$ cat config.mk
export PLATFORM = sky130hd
export DESIGN_NAME = rf_write_arbiter
export DESIGN_NICKNAME = d
export VERILOG_FILES = /design/src/rtl/rf_pkg.sv /design/src/rtl/rf_ld_fifo.sv /design/src/rtl/rf_write_arbiter.sv
export SDC_FILE = /design/constraint.sdc
export NUM_CORES = 1
export LEC_CHECK = 0
export ABC_AREA = 1
export ABC_CLOCK_PERIOD_IN_PS = 3000
export CELL_PAD_IN_SITES_DETAIL_PLACEMENT = 1
export CELL_PAD_IN_SITES_GLOBAL_PLACEMENT = 1
export CORE_ASPECT_RATIO = 1.4
export CORE_MARGIN = 1.5
export CORE_UTILIZATION = 40
export CTS_CLUSTER_SIZE = 8
export DETAILED_ROUTE_END_ITERATION = 16
export MAX_ROUTING_LAYER = met4
export PLACE_DENSITY_LB_ADDON = 0.1
export SYNTH_ARGS = -nofsm -noshare
export SYNTH_HDL_FRONTEND = slang
export SYNTH_SLANG_ARGS = --single-unit
$ cat constraint.sdc
create_clock -name clk -period 3 [get_ports clk]
set_input_delay 0.6 -clock clk [delete_from_list [all_inputs] [get_ports clk]]
set_output_delay 0.6 -clock clk [all_outputs]
set_load 0.05 [all_outputs]
$ cat src/rtl/rf_pkg.sv
// Shared types and sizes for the register-file write path.
// Latency: n/a (package only).
// Backpressure: n/a (package only).
package rf_pkg;

  localparam int REG_ADDR_W = 5;
  localparam int XLEN       = 32;
  localparam int NUM_REGS   = 32;

  // One pending register-file write: destination plus data.
  typedef struct packed {
    logic [REG_ADDR_W-1:0] rd;
    logic [XLEN-1:0]       data;
  } rf_wr_t;

endpackage

$ cat src/rtl/rf_ld_fifo.sv
// Small FIFO holding returned loads until the register-file write port is free.
// Latency: an entry pushed at edge N is visible at head (empty=0) after edge N.
// Backpressure: full=1 means no room; push is ignored while full, pop ignored while empty.
//
// Ports:
//   clk, reset        clock, synchronous active-high reset (empties the FIFO)
//   push, push_dat    write one rf_wr_t entry
//   pop               retire the head entry
//   head              current oldest entry (valid when empty=0)
//   full, empty       occupancy flags
//   count             number of stored entries (0..LD_DEPTH)
import rf_pkg::*;

module rf_ld_fifo #(
  parameter int LD_DEPTH = 2
) (
  input  logic                        clk,
  input  logic                        reset,
  input  logic                        push,
  input  rf_wr_t                      push_dat,
  input  logic                        pop,
  output rf_wr_t                      head,
  output logic                        full,
  output logic                        empty,
  output logic [$clog2(LD_DEPTH):0]   count
);

  localparam int PW    = $clog2(LD_DEPTH);
  localparam int CNT_W = PW + 1;
  localparam logic [CNT_W-1:0] DEPTH_C = CNT_W'(LD_DEPTH);

  rf_wr_t          mem [LD_DEPTH];
  logic [PW-1:0]   wr_ptr;
  logic [PW-1:0]   rd_ptr;
  logic            do_push;
  logic            do_pop;

  assign full    = (count == DEPTH_C);
  assign empty   = (count == '0);
  assign do_push = push && !full;
  assign do_pop  = pop && !empty;
  assign head    = mem[rd_ptr];

  // Storage carries no reset: contents are meaningless while count is 0.
  always_ff @(posedge clk) begin
    if (do_push) begin
      mem[wr_ptr] <= push_dat;
    end
  end

  // Depth is a power of two, so pointers wrap by natural overflow.
  always_ff @(posedge clk) begin
    if (reset) begin
      wr_ptr <= '0;
      rd_ptr <= '0;
      count  <= '0;
    end else begin
      if (do_push) wr_ptr <= wr_ptr + PW'(1);
      if (do_pop)  rd_ptr <= rd_ptr + PW'(1);
      case ({do_push, do_pop})
        2'b10:   count <= count + CNT_W'(1);
        2'b01:   count <= count - CNT_W'(1);
        default: count <= count;
      endcase
    end
  end

endmodule

$ cat src/rtl/rf_write_arbiter.sv
// Shares the register-file write port between ALU writeback and returned loads; tracks outstanding loads.
// Latency: grant at edge N drives rf_we/rf_waddr/rf_wdata during cycle N+1; a load through an empty FIFO writes at push+2.
// Backpressure: alu_ready drops on WAW (dest has a pending load) or FIFO full; ld_ready = !full; issue_ready = !busy[issue_rd].
//
// Ports:
//   clk, reset                      clock, synchronous active-high reset
//   alu_valid/alu_rd/alu_data       ALU writeback request; alu_ready = granted this cycle
//   ld_valid/ld_rd/ld_data          returned load; ld_ready = accepted into FIFO this cycle
//   issue_valid/issue_rd            load issued to memory; issue_ready = destination not already pending
//   rs1, rs2 -> hazard              decode sources; hazard = decode must stall
//   rf_we/rf_waddr/rf_wdata         registered register-file write port
//   byp1_hit/byp2_hit/byp_data      forwarding of the in-flight write (only with RF_WRITE_BYPASS_EN)
//
// Build option RF_WRITE_BYPASS_EN: adds the bypass outputs and drops the in-flight
// write from hazard, since decode can forward it instead of stalling.
import rf_pkg::*;

module rf_write_arbiter #(
  parameter int LD_DEPTH = 2
) (
  input  logic                  clk,
  input  logic                  reset,
  input  logic                  alu_valid,
  input  logic [REG_ADDR_W-1:0] alu_rd,
  input  logic [XLEN-1:0]       alu_data,
  output logic                  alu_ready,
  input  logic                  ld_valid,
  input  logic [REG_ADDR_W-1:0] ld_rd,
  input  logic [XLEN-1:0]       ld_data,
  output logic                  ld_ready,
  input  logic                  issue_valid,
  input  logic [REG_ADDR_W-1:0] issue_rd,
  output logic                  issue_ready,
  input  logic [REG_ADDR_W-1:0] rs1,
  input  logic [REG_ADDR_W-1:0] rs2,
  output logic                  hazard,
`ifdef RF_WRITE_BYPASS_EN
  output logic                  byp1_hit,
  output logic                  byp2_hit,
  output logic [XLEN-1:0]       byp_data,
`endif
  output logic                  rf_we,
  output logic [REG_ADDR_W-1:0] rf_waddr,
  output logic [XLEN-1:0]       rf_wdata
);

  localparam int CNT_W = $clog2(LD_DEPTH) + 1;
  localparam logic [CNT_W-1:0] DEPTH_C = CNT_W'(LD_DEPTH);

  logic [NUM_REGS-1:0] busy;
  logic [NUM_REGS-1:0] busy_nxt;

  rf_wr_t              ld_head;
  rf_wr_t              wr_sel;
  logic                ld_full;
  logic                ld_empty;
  logic [CNT_W-1:0]    ld_count;
  logic                ld_push;
  logic                ld_pop;
  logic                alu_block;
  logic                alu_grant;
  logic                wr_vld;

  rf_ld_fifo #(
    .LD_DEPTH (LD_DEPTH)
  ) u_ld_fifo (
    .clk      (clk),
    .reset    (reset),
    .push     (ld_push),
    .push_dat ('{rd: ld_rd, data: ld_data}),
    .pop      (ld_pop),
    .head     (ld_head),
    .full     (ld_full),
    .empty    (ld_empty),
    .count    (ld_count)
  );

  assign ld_ready    = !ld_full;
  assign ld_push     = ld_valid && !ld_full;
  assign issue_ready = !busy[issue_rd];

  // ALU wins unless it would overtake a pending load to the same register
  // (WAW) or the FIFO is full; a full FIFO forces a drain so loads never starve.
  always_comb begin
    alu_block = alu_valid && busy[alu_rd];
    alu_grant = alu_valid && !alu_block && !ld_full;
    ld_pop    = !alu_grant && !ld_empty;
    wr_vld    = alu_grant || ld_pop;
    wr_sel    = alu_grant ? '{rd: alu_rd, data: alu_data} : ld_head;
  end

  assign alu_ready = alu_grant;

  // Scoreboard update: clear on pop first so a same-cycle issue to that rd wins.
  always_comb begin
    busy_nxt = busy;
    if (ld_pop) begin
      busy_nxt[ld_head.rd] = 1'b0;
    end
    if (issue_valid && issue_ready && (issue_rd != '0)) begin
      busy_nxt[issue_rd] = 1'b1;
    end
    busy_nxt[0] = 1'b0;
  end

  always_ff @(posedge clk) begin
    if (reset) begin
      busy     <= '0;
      rf_we    <= 1'b0;
      rf_waddr <= '0;
      rf_wdata <= '0;
    end else begin
      busy  <= busy_nxt;
      // Writes to x0 are consumed by the grant but never reach the register file.
      rf_we <= wr_vld && (wr_sel.rd != '0);
      if (wr_vld) begin
        rf_waddr <= wr_sel.rd;
        rf_wdata <= wr_sel.data;
      end
    end
  end

`ifdef RF_WRITE_BYPASS_EN
  assign byp1_hit = rf_we && (rf_waddr == rs1) && (rs1 != '0);
  assign byp2_hit = rf_we && (rf_waddr == rs2) && (rs2 != '0);
  assign byp_data = rf_wdata;
  assign hazard   = busy[rs1] | busy[rs2];
`else
  // Without forwarding, a write still sitting in the output register has not
  // yet been committed to the register file, so decode must wait one more cycle.
  assign hazard = busy[rs1] | busy[rs2]
                | (rf_we && (((rf_waddr == rs1) && (rs1 != '0))
                          || ((rf_waddr == rs2) && (rs2 != '0))));
`endif

  assert property (@(posedge clk) disable iff (reset) ld_count <= DEPTH_C);

endmodule
==> report_table.html <==
<table>
<tr><th>Metric</th><th>Value</th></tr>
<tr><th colspan="2">Setup path</th></tr>
<tr><td>Worst endpoint data arrival time</td><td>~2.3 ns</td></tr>
<tr><td>Cell occurring most often along the worst timing path</td><td>nand3_1</td></tr>
<tr><td>Number of cells traversed by the worst register-to-register path</td><td>6</td></tr>
<tr><td>Kind of cell adding the most delay to the critical path</td><td>buffers and inverters</td></tr>
<tr><td>Worst Setup End Kind</td><td>output pin</td></tr>
<tr><td>Critical Path Slowest Stage Cell</td><td>clkdlybuf4s50_1</td></tr>
<tr><td>Critical path startpoint category</td><td>primary input</td></tr>
<tr><td>Type of the worst setup path</td><td>in -&gt; out</td></tr>
<tr><td>Slowest stage delay, CP</td><td>0.47 ns</td></tr>
<tr><td>Data required time of the worst path</td><td>roughly 2.4 ns</td></tr>
<tr><td>Flop2flop setup slack</td><td>a little over 0.8 ns</td></tr>
<tr><td>Worst path cell trace</td><td>clkdlybuf4s50_1, buf_6, buf_12, nand2_1, nand3_1, nand3_1, nand3_1, nand3_1, nand2_2, nand2_4, inv_4, buf_12</td></tr>
<tr><td>Peak fanout along the critical path</td><td>11</td></tr>
<tr><td>Reg2reg end</td><td>busy[8]$_SDFF_PP0_</td></tr>
<tr><td>Worst Path Buf+Inv</td><td>5</td></tr>
<tr><th colspan="2">Clock tree</th></tr>
<tr><td>Buffer cell driving the clock tree root</td><td>clkbuf_16</td></tr>
<tr><td>Clock slew at reported path FFs</td><td>0.07 ns</td></tr>
<tr><td>Clock Sink Count</td><td>148</td></tr>
<tr><td>H-tree depth reported by CTS</td><td>4</td></tr>
<tr><td>CTS max path bufs</td><td>2</td></tr>
<tr><td>Inserted Clock Buffers</td><td>17</td></tr>
<tr><td>Number of setup buffers added after CTS</td><td>0</td></tr>
<tr><td>Worst-skew pair later-pin latency</td><td>0.43 ns</td></tr>
<tr><td>CTS tree</td><td>done</td></tr>
<tr><th colspan="2">Yosys</th></tr>
<tr><td>Adder-cell share of the synthesized area</td><td>0.164%</td></tr>
<tr><td>Post-synthesis xor/xnor area fraction</td><td>0.806%</td></tr>
<tr><td>Largest family of logic cells by synthesized area</td><td>simple AND/OR/NAND/NOR gates</td></tr>
<tr><td>Portion of the post-synthesis area used by sequential elements</td><td>about 50%</td></tr>
<tr><td>Mean Syn Cell Area</td><td>8.83 um2</td></tr>
<tr><td>Cell area after synthesis</td><td>about 0.0076 mm2</td></tr>
<tr><td>Number of nets produced by synthesis</td><td>approximately 960</td></tr>
<tr><td>Number of distinct library cells after synthesis</td><td>34</td></tr>
<tr><td>Total number of yosys warnings</td><td>0</td></tr>
<tr><td>Post-synthesis compound-gate area fraction</td><td>around 17%</td></tr>
<tr><td>Number of instances in the synthesized netlist</td><td>between 800 and 900</td></tr>
<tr><td>Post-synthesis sequential element count</td><td>between 100 and 150</td></tr>
<tr><td>Mux contribution to synthesized area</td><td>about 4.7%</td></tr>
<tr><td>Post-synthesis share of cell area spent on and, or, nand and nor gates</td><td>a little over a fifth</td></tr>
<tr><th colspan="2">Global routing</th></tr>
<tr><td>Antenna violations before repair</td><td>0</td></tr>
<tr><td>First-pass GRT wire length</td><td>39.5 mm</td></tr>
<tr><td>Pin count of the biggest net entering global routing</td><td>39</td></tr>
<tr><td>Overall routing resource usage</td><td>26.4%</td></tr>
<tr><td>Number of global-route vias before repair</td><td>roughly 7300</td></tr>
<tr><td>Grt total ovfl</td><td>0</td></tr>
<tr><th colspan="2">Cells and area</th></tr>
<tr><td>Cell area after layout</td><td>~0.01 mm2</td></tr>
<tr><td>Most frequent cells in the layout</td><td>nand2_1, clkdlybuf4s50_1, nand3_1</td></tr>
<tr><td>Final standard cell count with taps included and fillers excluded</td><td>around 1300</td></tr>
<tr><td>Area growth from synthesis to final layout</td><td>33.8%</td></tr>
<tr><td>Most common library cell in the layout ignoring fill and taps</td><td>nand2_1</td></tr>
<tr><td>Filler cell count</td><td>between 2000 and 2500</td></tr>
<tr><td>Share of final-layout standard cells stronger than drive strength 1</td><td>16.0%</td></tr>
<tr><td>Sequential cell area in the final layout</td><td>approximately 0.0037 mm2</td></tr>
<tr><td>Antenna diode instance count</td><td>0</td></tr>
<tr><td>Final-stage net count</td><td>1111</td></tr>
<tr><td>Final cell utilization of the core</td><td>a little over half</td></tr>
<tr><td>Area of the multi-input gates</td><td>approximately 0.0034 mm2</td></tr>
<tr><th colspan="2">STA</th></tr>
<tr><td>Ratio of final minimum period to clock period</td><td>between 90% and 100%</td></tr>
<tr><td>Final critical-path setup slack</td><td>~0.14 ns</td></tr>
<tr><td>Final clock skew</td><td>a little over 0.009 ns</td></tr>
<tr><td>TNS Setup</td><td>0 ns</td></tr>
<tr><td>Maximum operating frequency</td><td>between 0.3 and 0.4 GHz</td></tr>
<tr><td>Final-layout worst hold slack</td><td>approximately 0.46 ns</td></tr>
<tr><td>Actual transition at the worst max-transition pin</td><td>around 0.79 ns</td></tr>
<tr><td>Relative max-transition margin</td><td>between 40% and 50%</td></tr>
<tr><td>Setup repair after global routing missed its margin</td><td>false</td></tr>
<tr><td>Slew Viols, Final</td><td>0</td></tr>
<tr><td>Number of endpoints failing setup at the final stage</td><td>0</td></tr>
<tr><td>Final hold violation count</td><td>0</td></tr>
<tr><td>Min cycle time layout</td><td>between 2 and 3 ns</td></tr>
<tr><th colspan="2">Flow run</th></tr>
<tr><td>Number of max-cap violations</td><td>0</td></tr>
<tr><th colspan="2">Routing</th></tr>
<tr><td>Antenna-violating nets left</td><td>0</td></tr>
<tr><td>Detailed router's first-iteration violation count</td><td>~390</td></tr>
<tr><td>Drt wl/cell</td><td>approximately 20 um</td></tr>
<tr><td>Routed WL</td><td>around 25 mm</td></tr>
<tr><td>DRC violation count after routing</td><td>0</td></tr>
<tr><td>Total iterations of the first detailed-routing run</td><td>4</td></tr>
<tr><td>Average via count per standard cell</td><td>around 5.4</td></tr>
<tr><td>Routed via count</td><td>between 6000 and 7000</td></tr>
<tr><th colspan="2">Floorplanning</th></tr>
<tr><td>Number of cell rows</td><td>between 50 and 60</td></tr>
<tr><td>Placeable Area</td><td>0.0186 mm2</td></tr>
<tr><td>Boundary pin count</td><td>approximately 140</td></tr>
<tr><td>Die width</td><td>~120 um</td></tr>
<tr><td>Area of the die</td><td>~0.02 mm2</td></tr>
<tr><td>Initial cell density of the core</td><td>40.9%</td></tr>
<tr><td>Chip Height</td><td>around 170 um</td></tr>
<tr><th colspan="2">Place</th></tr>
<tr><td>Global placement routability congestion</td><td>between 0.8 and 0.9</td></tr>
<tr><td>Instance count after placement with tap cells included</td><td>between 1000 and 1500</td></tr>
<tr><td>Final HPWL DP</td><td>17.8 mm</td></tr>
<tr><td>PortBufs</td><td>135</td></tr>
<tr><td>Pre-CTS setup slack</td><td>-0.0301 ns</td></tr>
<tr><td>Post-place instance area</td><td>roughly 0.0095 mm2</td></tr>
<tr><th colspan="2">Power</th></tr>
<tr><td>Power density relative to cell area</td><td>846 mW/mm2</td></tr>
<tr><td>Leakage power figure</td><td>3.88 nW</td></tr>
<tr><td>Worst supply voltage drop on vdd</td><td>just under 600 uV</td></tr>
<tr><td>Pwr Total</td><td>~8.6 mW</td></tr>
<tr><th colspan="2">Hold path</th></tr>
<tr><td>Worst Hold Launch</td><td>u_ld_fifo.rd_ptr$_SDFFE_PP0P_</td></tr>
<tr><td>Hold-critical path depth</td><td>1</td></tr>
<tr><td>Hold/Removal Path Class</td><td>reg -&gt; reg</td></tr>
<tr><th colspan="2">Status</th></tr>
<tr><td>Status</td><td>completed</td></tr>
</table>
logic make-up (layout without fill, tap and decap cells):
kind of cell	count (synthesis)	after routing
AO/OA/AOI/OAI	206	206
XOR/XNOR	7	7
adder cells (fa/ha/maj)	1	1
buffers and inverters	119	286
flip-flops	148	148
multiplexers	32	32
AND/OR/NAND/NOR	349	349
layer usage:
layer  track usage [%]  wire length [um]
met1              29.0              9810
met2              47.5             13500
met3              4.19               828
met4              9.94               732
met5                 -                 0
repair_timing:
action | CTS | global route
cloned | 0 | 0
gates resized for setup | 1 | 16
hold buffers | 0 | 0
endpoints found under the setup margin | 1 | 3
area by class of cell:
type	count	area share, %
Clock inverter	15	1.83
Tap cell	244	3.00
Clock buffer	17	4.18
Timing Repair Buffer	184	18.7
Multi-Input combinational cell	595	33.2
Sequential cell	148	36.4
Inverter	70	2.64
power by group:
group,leakage [nW],switching [mW],internal [mW]
combinational,2.28,2.28,1.29
clock,0.300,0.994,1.20
sequential,1.30,0.288,2.57
worst reg2reg max path, cell delays in order, from the launching register on:
cell,delay [ns]
dfxtp_2,0.45
o21ai_0,0.69
inv_1,0.23
nor2_1,0.30
nand2_1,0.09
o21ai_0,0.20
a21oi_1,0.09
how the worst max path moves through the flow:
| stage | from | end | slack [ns] | cells after the start |
|---|---|---|---|---|
| 6_report | alu_rd[0] | alu_ready | 0.14 | 12 |
| 5_1_grt | alu_rd[0] | alu_ready | 0.01 | 13 |
| 4_1_cts | rs2[0] | hazard | 0.02 | 9 |
| 3_5_place_dp | issue_rd[0] | busy[14]$_SDFF_PP0_ | -0.03 | 12 |
| 3_3_place_gp | rs2[0] | hazard | 0.007 | 9 |
| 2_1_floorplan | u_ld_fifo.count[0]$_SDFFE_PP0P_ | u_ld_fifo.mem[1][0]$_DFFE_PP_ | 0.002 | 4 |
sequential cells by signal, indices dropped and copies added, names as in the netlist, named ones only:
name	flops
rf_waddr	5
u_ld_fifo.mem	74
busy	31
rf_we	1
rf_wdata	32
u_ld_fifo.wr_ptr	1
u_ld_fifo.count	2
u_ld_fifo.rd_ptr	1
cell usage after synthesis (all sizes together):
library cell | n | share of area (%)
a21oi | 74 | 4.9
a22oi | 14 | 1.4
and3 | 1 | 0.082
buf | 25 | 2.5
clkbuf | 24 | 1.2
clkinv | 1 | 0.049
dfxtp | 74 | 19
edfxtp | 74 | 29
ha | 1 | 0.16
inv | 69 | 3.4
mux2 | 32 | 4.7
nand2 | 147 | 7.4
nand3 | 94 | 6.2
nand4 | 18 | 1.5
nor2 | 43 | 2.5
nor3 | 10 | 0.66
nor4 | 1 | 0.082
nor4b | 1 | 0.12
o211ai | 38 | 5.7
o21ai | 80 | 5.3
or2 | 34 | 2.8
xnor2 | 2 | 0.23
xor2 | 5 | 0.58
Power figures use the tool's default switching activity.
==> patch 1 (same settings) <==
Set the package constant `XLEN` to 64 (it was 32).
--- a/src/rtl/rf_pkg.sv
+++ b/src/rtl/rf_pkg.sv
@@ -5,5 +5,5 @@
 
   localparam int REG_ADDR_W = 5;
-  localparam int XLEN       = 32;
+  localparam int XLEN       = 64;
   localparam int NUM_REGS   = 32;
 
Interface: changed (resized alu_data, ld_data and rf_wdata); port bits go from 136 to 232. The function was not compared with the original's and may differ.
==> patch 1 against the unedited design <==
Power grew 59%. Combinational power grew 47%. Sequential cell count is 96 higher. Synthesized area rose by 42%. Non-clock buffer count is 96 higher. Setup slack got worse by 0.028 ns. Routed wire length grew 41%. Design area is 46% higher. Critical endpoint unchanged. Largest cell class unchanged. Largest power group unchanged. Highest routed layer unchanged.
==> patch 1: results (changes against the unedited design) <==
.. list-table::
   :header-rows: 1

   * - Metric
     - Value
   * - Vias in the first global route
     - 10100 (was 7335)
   * - Registers with the most flip-flops
     - u_ld_fifo.mem x138, rf_wdata x64, busy x31 (was u_ld_fifo.mem x74, rf_wdata x32, busy x31)
   * - Number of optimization iterations in the first detailed-route pass
     - 6 (was 4)
   * - Clk_lat worst skew
     - 0.52 ns (was 0.43 ns)
   * - Antenna cells
     - 5 (was 0)
   * - Number of logic inverters in the finished layout
     - 133 (was 70)
   * - Adder-cell area share of the yosys netlist
     - 0.116% (was 0.164%)
   * - Net total in the final layout
     - 1604 (was 1111)
   * - Final clock skew
     - 0.0205 ns (was 0.00910 ns)
   * - Synthesized Nets
     - 1356 (was 957)
   * - Unique cell type count in the Yosys netlist
     - 28 (was 34)
   * - Rel. slew slack
     - 21.3% (was 46.8%)
   * - Number of non-clock buffers in the layout
     - 280 (was 184)
   * - Internal reg-to-reg setup slack
     - 0.80 ns (was 0.83 ns)
   * - Num CTS Buffers
     - 36 (was 17)
   * - Count of sequential standard cells
     - 244 (was 148)
   * - Number of antenna violations at the first check in global routing
     - 5 (was 0)
   * - Fill count
     - 3046 (was 2161)
   * - Routed via count
     - 9582 (was 6876)
   * - Part of the Yosys area used for sequential elements
     - 57.9% (was 48.7%)
   * - Xor and xnor fraction of the mapped netlist area
     - 0.728% (was 0.806%)
   * - IR Drop Worst-Case VDD
     - 638 uV (was 596 uV)
   * - Status
     - finished, final reports clean (unchanged)
   * - Number of I/O port buffers
     - 231 (was 135)
   * - Count of H-tree levels built during CTS
     - 2 (was 4)
   * - DRT Wirelength
     - 35.1 mm (was 24.9 mm)
   * - Multiplexer share of the synthesized area
     - 0% (was 4.74%)
   * - Complex-gate fraction of the synthesized area
     - 18.1% (was 17.2%)
   * - Placer's final routability congestion estimate
     - 0.882 (was 0.893)
   * - Overall global routing resource usage
     - 25.7% (was 26.4%)
   * - Multi-input gate share of total cell area
     - 25.1% (was 33.2%)
   * - Max Buffers Root-to-Sink
     - 3 (was 2)
   * - Layout cells sized above 1
     - 7.55% (was 16.0%)
   * - Number of cell instances on the worst register-to-register path
     - 13 (was 6)
   * - Multi-input combinational gate total
     - 750 (was 595)
   * - Maximum cell stage delay along the critical path
     - 0.45 ns (was 0.47 ns)
   * - Most used standard cells in the synthesized netlist
     - sky130_fd_sc_hd__nand2_1, sky130_fd_sc_hd__o21ai_1, sky130_fd_sc_hd__edfxtp_1 (was sky130_fd_sc_hd__nand2_1, sky130_fd_sc_hd__nand3_1)
   * - Worst hold path cell count
     - 2 (was 1)
   * - Leakage component of the power
     - 5.52 nW (was 3.88 nW)
   * - Clock network share of area
     - 7.12% (was 6.01%)
   * - Worst hold path startpoint
     - rf_wdata[37] (was u_ld_fifo.rd_ptr)
## patch 1: per-layer routing
| metal | routed length, um | part of all wire (%) | vias up | GRT usage (%) |
|---|---|---|---|---|
| met5 | 0 | 0 | - | - |
| met4 | 2050 | 5.8 | 0 | 15.2 |
| met3 | 1680 | 4.8 | 101 | 4.87 |
| met2 | 18600 | 53 | 249 | 46.1 |
| met1 | 12800 | 36 | 4585 | 25.7 |
| li1 | - | - | 4647 | - |
## patch 1: report_power, final
part	internal, mW	leakage [nW]	switching (mW)	total, mW
registers	4.32	2.16	0.380	4.70
logic	1.71	2.85	3.53	5.24
clock network	2.34	0.506	1.43	3.77
## patch 1: through the flow
| stage | setup TNS (ns) | hold slack (ns) | setup WS [ns] | instances | instance area (um^2) |
|---|---|---|---|---|---|
| floorplan | -32.56 | 0.430 | -0.245 | 1197 | 10800 |
| global placement | 0 | 0.442 | 0.0152 | 1770 | 13700 |
| detailed placement | -0.0240 | 0.450 | -0.0240 | 1770 | 13700 |
| CTS | 0 | 0.457 | 0.0342 | 1833 | 14800 |
| global route | 0 | 0.465 | 0.00981 | 1840 | 14900 |
| finish | 0 | 0.452 | 0.115 | 1840 | 14900 |
## patch 1: worst max path at each step
stage                       startpoint                  end  slack (ns)  cells after the start
CTS                          alu_rd[0]            alu_ready        0.03                     12
finish                       alu_rd[0]            alu_ready        0.12                     12
global route               issue_rd[0]          issue_ready        0.01                     12
detailed placement           alu_rd[0]   u_ld_fifo.count[1]       -0.02                     17
global placement             alu_rd[0]   u_ld_fifo.count[1]        0.02                     17
floorplan           u_ld_fifo.count[0]  u_ld_fifo.mem[1][0]       -0.25                      4
==> patch 2 (same settings) <==
Made on the original files. Reset style: asynchronous (`reset`), changed in 2 clocked blocks. Comments in the files are not updated.
--- a/src/rtl/rf_ld_fifo.sv
+++ b/src/rtl/rf_ld_fifo.sv
@@ -50,5 +50,5 @@
 
   // Depth is a power of two, so pointers wrap by natural overflow.
-  always_ff @(posedge clk) begin
+  always_ff @(posedge clk or posedge reset) begin
     if (reset) begin
       wr_ptr <= '0;
--- a/src/rtl/rf_write_arbiter.sv
+++ b/src/rtl/rf_write_arbiter.sv
@@ -104,5 +104,5 @@
   end
 
-  always_ff @(posedge clk) begin
+  always_ff @(posedge clk or posedge reset) begin
     if (reset) begin
       busy     <= '0;
Formal check against the unedited RTL: differs if reset is asserted again (counterexample within 4 cycles, from zero or initial values and one cycle with reset high); with reset held inactive, the same outputs for 4 cycles.
==> patch 2 against the unedited design <==
Via count shrank 2.4%. Routed wire length grew 3.2%. Clock skew increased by 0.0096 ns. Sequential cell count down 1. Cell count fell by 3.9%. Setup slack is essentially flat. Critical path type unchanged. Largest cell class unchanged. Critical path depth is 1 lower. Synthesized area is 3.0% lower. Design area is 3.4% lower. Power is 21% higher.
==> patch 2: results (changes against the unedited design) <==
.. list-table::
   :header-rows: 1

   * - Metric
     - Value
   * - Vias in the first global route
     - 7359 (was 7335)
   * - Part of the Yosys area used for sequential elements
     - 54.9% (was 48.7%)
   * - Overall global routing resource usage
     - 27.9% (was 26.4%)
   * - Master cell of the clock root buffer
     - sky130_fd_sc_hd__clkbuf_16 (unchanged)
   * - Unique cell type count in the Yosys netlist
     - 36 (was 34)
   * - Net total in the final layout
     - 1064 (was 1111)
   * - Vias per inst
     - 5.49 (was 5.40)
   * - Synth Warn #
     - 0 (unchanged)
   * - Crit-path slowest cell
     - sky130_fd_sc_hd__clkdlybuf4s50_1 (unchanged)
   * - Rel. slew slack
     - 41.1% (was 46.8%)
   * - Detailed Route Iter0 Violations
     - 340 (was 385)
   * - Area after DPL
     - 0.00912 mm^2 (was 0.00953 mm^2)
   * - Max Buffers Root-to-Sink
     - 2 (unchanged)
   * - Internal power contribution
     - 5.67 mW (was 5.05 mW)
   * - Kind of cell adding the most delay to the critical path
     - buffers and inverters (unchanged)
   * - Layout cells sized above 1
     - 13.2% (was 16.0%)
   * - Fraction of synthesis flops using an asynchronous set or reset pin
     - 49.7% (was 0%)
   * - IR Drop Worst-Case VDD
     - 625 uV (was 596 uV)
   * - Pin count of the biggest net entering global routing
     - 44 (was 39)
   * - Most used standard cells in the synthesized netlist
     - sky130_fd_sc_hd__nand2_1, sky130_fd_sc_hd__nand3_1, sky130_fd_sc_hd__edfxtp_1 (was sky130_fd_sc_hd__nand2_1, sky130_fd_sc_hd__nand3_1)
   * - Placement Setup Slack
     - -0.0715 ns (was -0.0301 ns)
   * - Detailed placement HPWL
     - 18.5 mm (was 17.8 mm)
   * - Number of optimization iterations in the first detailed-route pass
     - 4 (unchanged)
   * - Worst-path clk slew
     - 0.08 ns
   * - Top post-synthesis cells by area
     - sky130_fd_sc_hd__edfxtp_1, sky130_fd_sc_hd__dfrtp_1, sky130_fd_sc_hd__nand2_1, sky130_fd_sc_hd__nand3_1, sky130_fd_sc_hd__o21ai_0 (was sky130_fd_sc_hd__edfxtp_1, sky130_fd_sc_hd__dfxtp_1, sky130_fd_sc_hd__nand2_1, sky130_fd_sc_hd__nand3_1, sky130_fd_sc_hd__a21oi_1)
   * - Leakage component of the power
     - 3.99 nW (was 3.88 nW)
   * - Synthesized Nets
     - 909 (was 957)
   * - First-pass GRT wire length
     - 39.9 mm (was 39.5 mm)
   * - Maximum net fanout on the critical path
     - 17 (was 11)
   * - Placer's final routability congestion estimate
     - 0.949 (was 0.893)
   * - Final clock skew
     - 0.0187 ns (was 0.00910 ns)
   * - Detail-routed net length per standard cell
     - 21.0 um (was 19.5 um)
   * - Maximum cell stage delay along the critical path
     - 0.50 ns (was 0.47 ns)
   * - Number of antenna violations at the first check in global routing
     - 1 (was 0)
   * - Status
     - finished, final reports clean (unchanged)
==> patch 2: cell types whose count changed after synthesis, moves of 17 or more <==
cell / change
sky130_fd_sc_hd__dfxtp_1: -74
sky130_fd_sc_hd__a21oi_1: -43
sky130_fd_sc_hd__dfrtp_1: +73
sky130_fd_sc_hd__o211ai_1: +17
sky130_fd_sc_hd__o211ai_2: -21
sky130_fd_sc_hd__or2_2: +28
sky130_fd_sc_hd__or2_1: -30
sky130_fd_sc_hd__nand2_1: +36
sky130_fd_sc_hd__mux2_2: -32
==> patch 2: area by class of cell <==
class	instances	area (um^2)
clock buffers	17	425
repair inverters	3	17.5
repair buffers	170	1670
flip-flops and latches	147	4050
diodes	1	2.50
fillers	2101	8160
clock inverters	15	204
inverters	78	313
multi-input cells	552	2850
well taps	240	300
==> patch 2: worst register-to-register path: cells and delay by family, from the launching register on <==
kind	cells	cell delay [ns]
AO/OA/AOI/OAI	2	0.25
buffers and inverters	3	0.58
flip-flops	1	0.60
AND/OR/NAND/NOR	4	1.18
==> patch 2: power groups by stage <==
stage	clock, mW	combinational, mW	sequential (mW)
after floorplan	0	2.13	4.18
after global placement	0	4.41	3.50
after detailed placement	0	4.56	3.52
after CTS	2.31	4.61	3.51
after global routing	2.37	4.95	3.58
final	2.28	4.59	3.51
==> patch 2: final timing paths <==
path	cells after the start	slack, ns	endpoint	start
min in group asynchronous	3	0.58	busy[11]	reset
max in group asynchronous	3	1.91	rf_waddr[2]	reset
min	2	0.49	rf_wdata[29]	u_ld_fifo.mem[1][29]
max	11	0.14	alu_ready	alu_rd[0]
min reg2reg	2	0.49	rf_wdata[29]	u_ld_fifo.mem[1][29]
max reg2reg	9	0.25	busy[4]	u_ld_fifo.rd_ptr
==> patch 2: through the flow <==
step           cells  utilization, %  power, mW  TNS, ns
6_report        1223            54.7       10.4        0
5_1_grt         1223            54.7       10.9  -0.0165
4_1_cts         1217            54.2       10.4        0
3_5_place_dp    1185            50.7       8.08   -0.529
3_3_place_gp    1185            50.7       7.91        0
2_1_floorplan    814               -       6.31        0
==> patch 2: cells by family (layout without fill, tap and decap cells) <==
kind of cell    after synthesis  after routing  synth area share, %
compound gates              167            167                 13.6
xor+xnor                     11             11                 1.31
fa+ha+maj                     1              1                0.169
buf+inv                     115            283                 6.85
flops                       147            147                 54.9
mux                           8              8                 1.08
other cells                   0              1                    0
simple gates                365            365                 22.1
==> patch 2: metal layers <==
metal,vias to the layer above,wire length (um),track usage [%]
li1,3092,-,-
met1,3340,9310,28.4
met2,207,14100,51.1
met3,74,974,4.34
met4,0,1280,15.6
met5,-,0,-
==> patch 2: what timing repair did <==
item / CTS / global route
setup endpoints to repair: 0 / 2
gates resized for setup: 0 / 17
buffers inserted: 0 / 2
